[config.mk]
export PLATFORM = sky130hd
export DESIGN_NAME = tdc_hit_buffer
export DESIGN_NICKNAME = d
export VERILOG_FILES = /design/src/rtl/tdc_hit_buffer.sv
export SDC_FILE = /design/constraint.sdc
export NUM_CORES = 1
export LEC_CHECK = 0
export ABC_AREA = 1
export ABC_CLOCK_PERIOD_IN_PS = 2700
export CORE_MARGIN = 2
export CORE_UTILIZATION = 39
export DETAILED_ROUTE_END_ITERATION = 12
export HOLD_SLACK_MARGIN = 0.12
export MAX_ROUTING_LAYER = met4
export SLEW_MARGIN = 25
export SYNTH_ARGS = -nofsm -noshare
export SYNTH_HDL_FRONTEND = slang
export SYNTH_SLANG_ARGS = --single-unit
[constraint.sdc]
create_clock -name clk -period 2.7 [get_ports clk]
set_input_delay 0.405 -clock clk [delete_from_list [all_inputs] [get_ports clk]]
set_output_delay 0.405 -clock clk [all_outputs]
set_load 0.005 [all_outputs]
[src/rtl/tdc_hit_buffer.sv]
// tdc_hit_buffer
//   Sits behind the fine TDC stage. It watches the discriminator level for a
//   new rising edge. One cycle later it samples the TDC's coarse and fine
//   outputs. It then packs a 32-bit hit word and queues that word in a
//   first-word-fall-through FIFO.
//
// Word layout:
//   {ovf, bubble, 2'b00, epoch[7:0], coarse[15:0], fine_bin[3:0]}
//
// Ports:
//   clk, rst     - system clock (shared with the TDC); async active-high reset
//   hit_level    - discriminator level (same net as the TDC signal_in)
//   coarse_time  - TDC coarse timestamp, registered by the TDC on the hit edge
//   fine_time    - TDC thermometer code, registered by the TDC on the hit edge
//   out_valid    - head word present
//   out_ready    - consumer accepts the head word
//   out_data     - head word (zero while empty)
//   fill_level   - words currently stored (0..DEPTH)
//   drop_count   - hits lost to a full FIFO, saturating
module tdc_hit_buffer #(
  parameter int DEPTH = 16,
  parameter int AW    = 4
) (
  input  logic          clk,
  input  logic          rst,
  input  logic          hit_level,
  input  logic [15:0]   coarse_time,
  input  logic [7:0]    fine_time,
  output logic          out_valid,
  input  logic          out_ready,
  output logic [31:0]   out_data,
  output logic [AW:0]   fill_level,
  output logic [15:0]   drop_count
);

  localparam logic [AW:0] FULL_CNT = (AW+1)'(DEPTH);

  function automatic logic [3:0] therm_to_bin(input logic [7:0] t);
    logic [3:0] n;
    n = '0;
    for (int i = 0; i < 8; i++) n = n + {3'b000, t[i]};
    return n;
  endfunction

  // A clean code has the form 0..01..1, so adding one clears every set bit.
  function automatic logic therm_bubble(input logic [7:0] t);
    return (t & (t + 8'd1)) != 8'd0;
  endfunction

  logic [15:0]   mirror_q, mirror_d;
  logic [7:0]    epoch_q, epoch_d;
  logic          hit_q, hit_d;
  logic          cap_pend_q, cap_pend_d;
  logic [7:0]    epoch_cap_q, epoch_cap_d;
  logic          ovf_pend_q, ovf_pend_d;
  logic [15:0]   drop_q, drop_d;
  logic [AW-1:0] wr_ptr_q, wr_ptr_d;
  logic [AW-1:0] rd_ptr_q, rd_ptr_d;
  logic [AW:0]   count_q, count_d;
  logic [31:0]   mem_q [DEPTH];

  logic          rise;
  logic          pop;
  logic          wr_ok;
  logic [31:0]   word_d;

  always_comb begin
    // Edge detect and timebase (cycle N)
    rise        = hit_level & ~hit_q;
    hit_d       = hit_level;
    mirror_d    = mirror_q + 16'd1;
    epoch_d     = (mirror_q == 16'hFFFF) ? epoch_q + 8'd1 : epoch_q;
    cap_pend_d  = rise;
    // The TDC latches its post-edge count, so the epoch must be the post-edge value too.
    epoch_cap_d = rise ? epoch_d : epoch_cap_q;

    // Capture and FIFO write (cycle N+1)
    pop    = out_valid & out_ready;
    wr_ok  = cap_pend_q & ((count_q != FULL_CNT) | pop);
    word_d = {ovf_pend_q, therm_bubble(fine_time), 2'b00, epoch_cap_q,
              coarse_time, therm_to_bin(fine_time)};

    ovf_pend_d = ovf_pend_q;
    drop_d     = drop_q;
    if (wr_ok) begin
      ovf_pend_d = 1'b0;
    end else if (cap_pend_q) begin
      ovf_pend_d = 1'b1;
      if (drop_q != 16'hFFFF) drop_d = drop_q + 16'd1;
    end

    wr_ptr_d = wr_ok ? wr_ptr_q + AW'(1) : wr_ptr_q;
    rd_ptr_d = pop   ? rd_ptr_q + AW'(1) : rd_ptr_q;
    count_d  = count_q + (AW+1)'(wr_ok) - (AW+1)'(pop);
  end

  always_ff @(posedge clk or posedge rst) begin
    if (rst) begin
      mirror_q   <= '0;
      epoch_q    <= '0;
      hit_q      <= 1'b0;
      cap_pend_q <= 1'b0;
      ovf_pend_q <= 1'b0;
      drop_q     <= '0;
      wr_ptr_q   <= '0;
      rd_ptr_q   <= '0;
      count_q    <= '0;
    end else begin
      mirror_q   <= mirror_d;
      epoch_q    <= epoch_d;
      hit_q      <= hit_d;
      cap_pend_q <= cap_pend_d;
      ovf_pend_q <= ovf_pend_d;
      drop_q     <= drop_d;
      wr_ptr_q   <= wr_ptr_d;
      rd_ptr_q   <= rd_ptr_d;
      count_q    <= count_d;
    end
  end

  // Data-only storage: contents are meaningless until the pointers say otherwise.
  always_ff @(posedge clk) begin
    epoch_cap_q <= epoch_cap_d;
    if (wr_ok) mem_q[wr_ptr_q] <= word_d;
  end

  // Read side (FWFT head)
  assign out_valid  = (count_q != '0);
  assign out_data   = out_valid ? mem_q[rd_ptr_q] : 32'd0;
  assign fill_level = count_q;
  assign drop_count = drop_q;

endmodule
==> results.md <==
* Status: complete, but fails checks
* Failing checks: negative setup slack
* Leak pwr at between 0.01 and 0.015 µW
* CTS H-tree lvls at 2
* Ratio of cells with drive above 1 in the final layout at 0.2529
* Yosys top cell by area: edfxtp_1
* Via/cell ratio at ~5.3
* WL/cell at between 20 and 25 µm
* FMAX at between 300 and 400 MHz
* CTS Buf Count at between 50 and 60
* Global-route usage over all layers at 0.2107
* Peak VDD IR at ~0.73 mV
* Placer Congestion at between 0.8 and 0.9
* Tmin final at 2.788 ns
* Worst Path Buf+Inv at 6
* Max Root-Sink Buffers at 3
* Tightest Pin Transition at around 0.64 ns
* Setup WS pre-CTS at -0.9344 ns
* Relative slew margins at 0.5697
* Drt first pass iters at 6
* Total gr overflow at 0
* Die Area at 59970 µm²
* Layout Skew at 0.04919 ns
* R2R depth at 15
* Finish-stage setup viols at 28
* # Max-Cap Violations at 0
* Later-pin clock latency in the skew report at about 0.63 ns
* Post-synthesis sequential area ratio at 0.7094
* Vias in the first global route at 15.37k
* CTS tree: built
* Post-route antenna net violation count at 0
* Fin. Hold Viols at 0
* Syn Inst Count at 1973
* Setup ws final at -0.08836 ns
* Antenna violations before repair at 0
* Mean Syn Cell Area at 11.47 µm²
* Hold path startpoint: hit_level
* CP cell instances: inv_12 -> buf_12 -> buf_12 -> buf_16 -> nand2_1 -> nand3_1 -> nand3_1 -> nand2_1 -> nand2_1 -> a21oi_2 -> buf_6 -> buf_6
* Final net count at ~2.2k
* Core Region at ~58000 µm²
* Clock sink count at approximately 540
* CP max-delay cell: dfrtp_4
* Final Power at roughly 32000 µW
* Slowest stage delay, CP at 0.56 ns
* Post-synth EDFFs at 488
* Cell variety after synth at 28
* CTS Root Cell: clkbuf_16
* Worst-path clk slew at about 0.060 ns
* Drc violations at 0
* Post-route setup TNS at -1.311 ns
* Via count at 15.75k
* Iter 0 DRT Violations at between 1k and 1.5k
* Worst Hold Depth at 1
* Delay-heaviest family, CP: buffers and inverters
* Max Fanout on Critical Path at 5
* Die extent in x at 244.9 µm
* Layout area overhead at 31.17%
* Rows at 88
* IO buf count at 79
* Most common cell in the netlist: nand2_1
* Top-level port count at 82
* Unrepaired setup endpoints after global routing: true
* Worst r2r dst: fill_level[4]
* Crit share post-route at 1.033
* Detailed placer's ending HPWL at around 30000 µm
* Worst path arrival time at roughly 2.4 ns
* YS warnings at 0
* WHS Endpoint: hit_q
* Fin Hold WS at between 0.3 and 0.4 ns
* First-pass GRT wire length at 92850 µm
* Die H at 244.9 µm
* Final slew viol count at 0
* Top cell type's share of synthesized area at 0.6475
* FF+latch count, synth at ~540
* Post-Synthesis Cell Area at about 23000 µm²
* Kind of critical path: reg2out
* HP Class: in2reg
* CP endpoint kind: output pin
* Synth cell count leaders: nand2_1 (706), edfxtp_1 (488), nand3_1 (383)
* Worst path required time at ~2.3 ns
* Pwr/cell area at between 1000 and 1500 nW/µm²
* Startpoint types: flop
* Worst flop-to-flop path startpoint: fill_level[2]
* Starting Density at 0.3930
* Pin count of the biggest net entering global routing at 65
* Reg-to-reg slack, setup at 0.15 ns
* Drt total wl at ~62000 µm
* Synth top area cells: edfxtp_1 (65%), nand2_1 (12%), nand3_1 (8.5%), dfrtp_1 (6.2%), ha_1 (1.1%)
* Dominant synthesized flop cell: edfxtp_1
* Cell mode on critical path: nand2_1
* Ys async rst share at 0.1029
-- layout by cell type (no fill, tap or decap), types with 24 or more instances in the layout --
master | netlist | final
nand2_1 | 706 | 600
edfxtp_1 | 488 | 488
nand3_1 | 383 | 284
nand3_2 | 2 | 101
nand2_2 | 0 | 93
clkbuf_16 | 0 | 67
buf_12 | 1 | 63
dfrtp_1 | 56 | 53
inv_1 | 55 | 47
clkdlybuf4s50_1 | 0 | 46
buf_4 | 18 | 42
buf_6 | 2 | 28
buf_16 | 0 | 26
nor2_1 | 40 | 24
-- how the worst max path moves through the flow --
stage	slack (ns)	endpoint	from	cells after the start
2_1_floorplan	-0.27	mem_q[0][2]	fine_time[0]	8
3_3_place_gp	-0.90	mem_q[3][2]	fine_time[0]	9
3_5_place_dp	-0.93	mem_q[11][2]	fine_time[0]	9
4_1_cts	-0.15	out_data[26]	rd_ptr_q[0]	12
5_1_grt	-0.19	out_data[1]	rd_ptr_q[0]	12
6_report	-0.09	out_data[22]	rd_ptr_q[0]	12
-- flip-flops by register name (all words and copies together), names as in the netlist --
name,cells
rd_ptr_q,4
epoch_cap_q,8
fill_level,5
epoch_q,8
mirror_q,16
drop_count,16
wr_ptr_q,4
hit_q,1
cap_pend_q,1
ovf_pend_q,1
mem_q,480
-- cell families after synthesis --
kind of cell,synth area share
xor+xnor,0.01587
buf+inv,0.03439
other cells,0.0001657
simple gates,0.2153
compound gates,0.009951
fa+ha+maj,0.01493
flops,0.7094
-- layer usage --
layer / vias up / track usage / part of all wire
met3: 108 / 0.03411 / 0.076
met5: - / - / 0
met1: 7827 / 0.2860 / 0.43
met4: 0 / 0.05649 / 0.023
met2: 580 / 0.3304 / 0.47
li1: 7231 / - / -
-- timing repair --
action                     in CTS  in global routing
pin swaps                      70                101
cloned                         28                 11
hold endpoints to repair        2                  0
setup buffers                  46                 12
hold buffers                    1                  0
setup endpoints to repair      62                 64
gates resized for setup       308                194
-- power by group --
group | internal, µW | total [µW] | switching [µW]
sequential | 9760 | 10000 | 257
clock | 4240 | 7500 | 3260
combinational | 6390 | 14100 | 7750
-- layout make-up --
type,instances,area [µm²]
sequential,544,16060
clock inverter,37,322.8
fill,4780,27900
clock buffer,66,1459
timing repair buffer,247,3636
antenna,1,2.502
multi-input combinational,1264,6985
tap,765,957.2
inverter,59,242.7
timing repair inverter,1,16.27
-- through the flow --
stage / util / instance area, µm² / std cells
4_1_cts: 0.4996 / 28770 / 2972
3_5_place_dp: 0.4381 / 25230 / 2798
5_1_grt: 0.5155 / 29680 / 2983
3_3_place_gp: 0.4381 / 25230 / 2798
2_1_floorplan: - / 22700 / 1974
6_report: 0.5155 / 29690 / 2984
No activity file was read; power rests on OpenSTA's default activity.
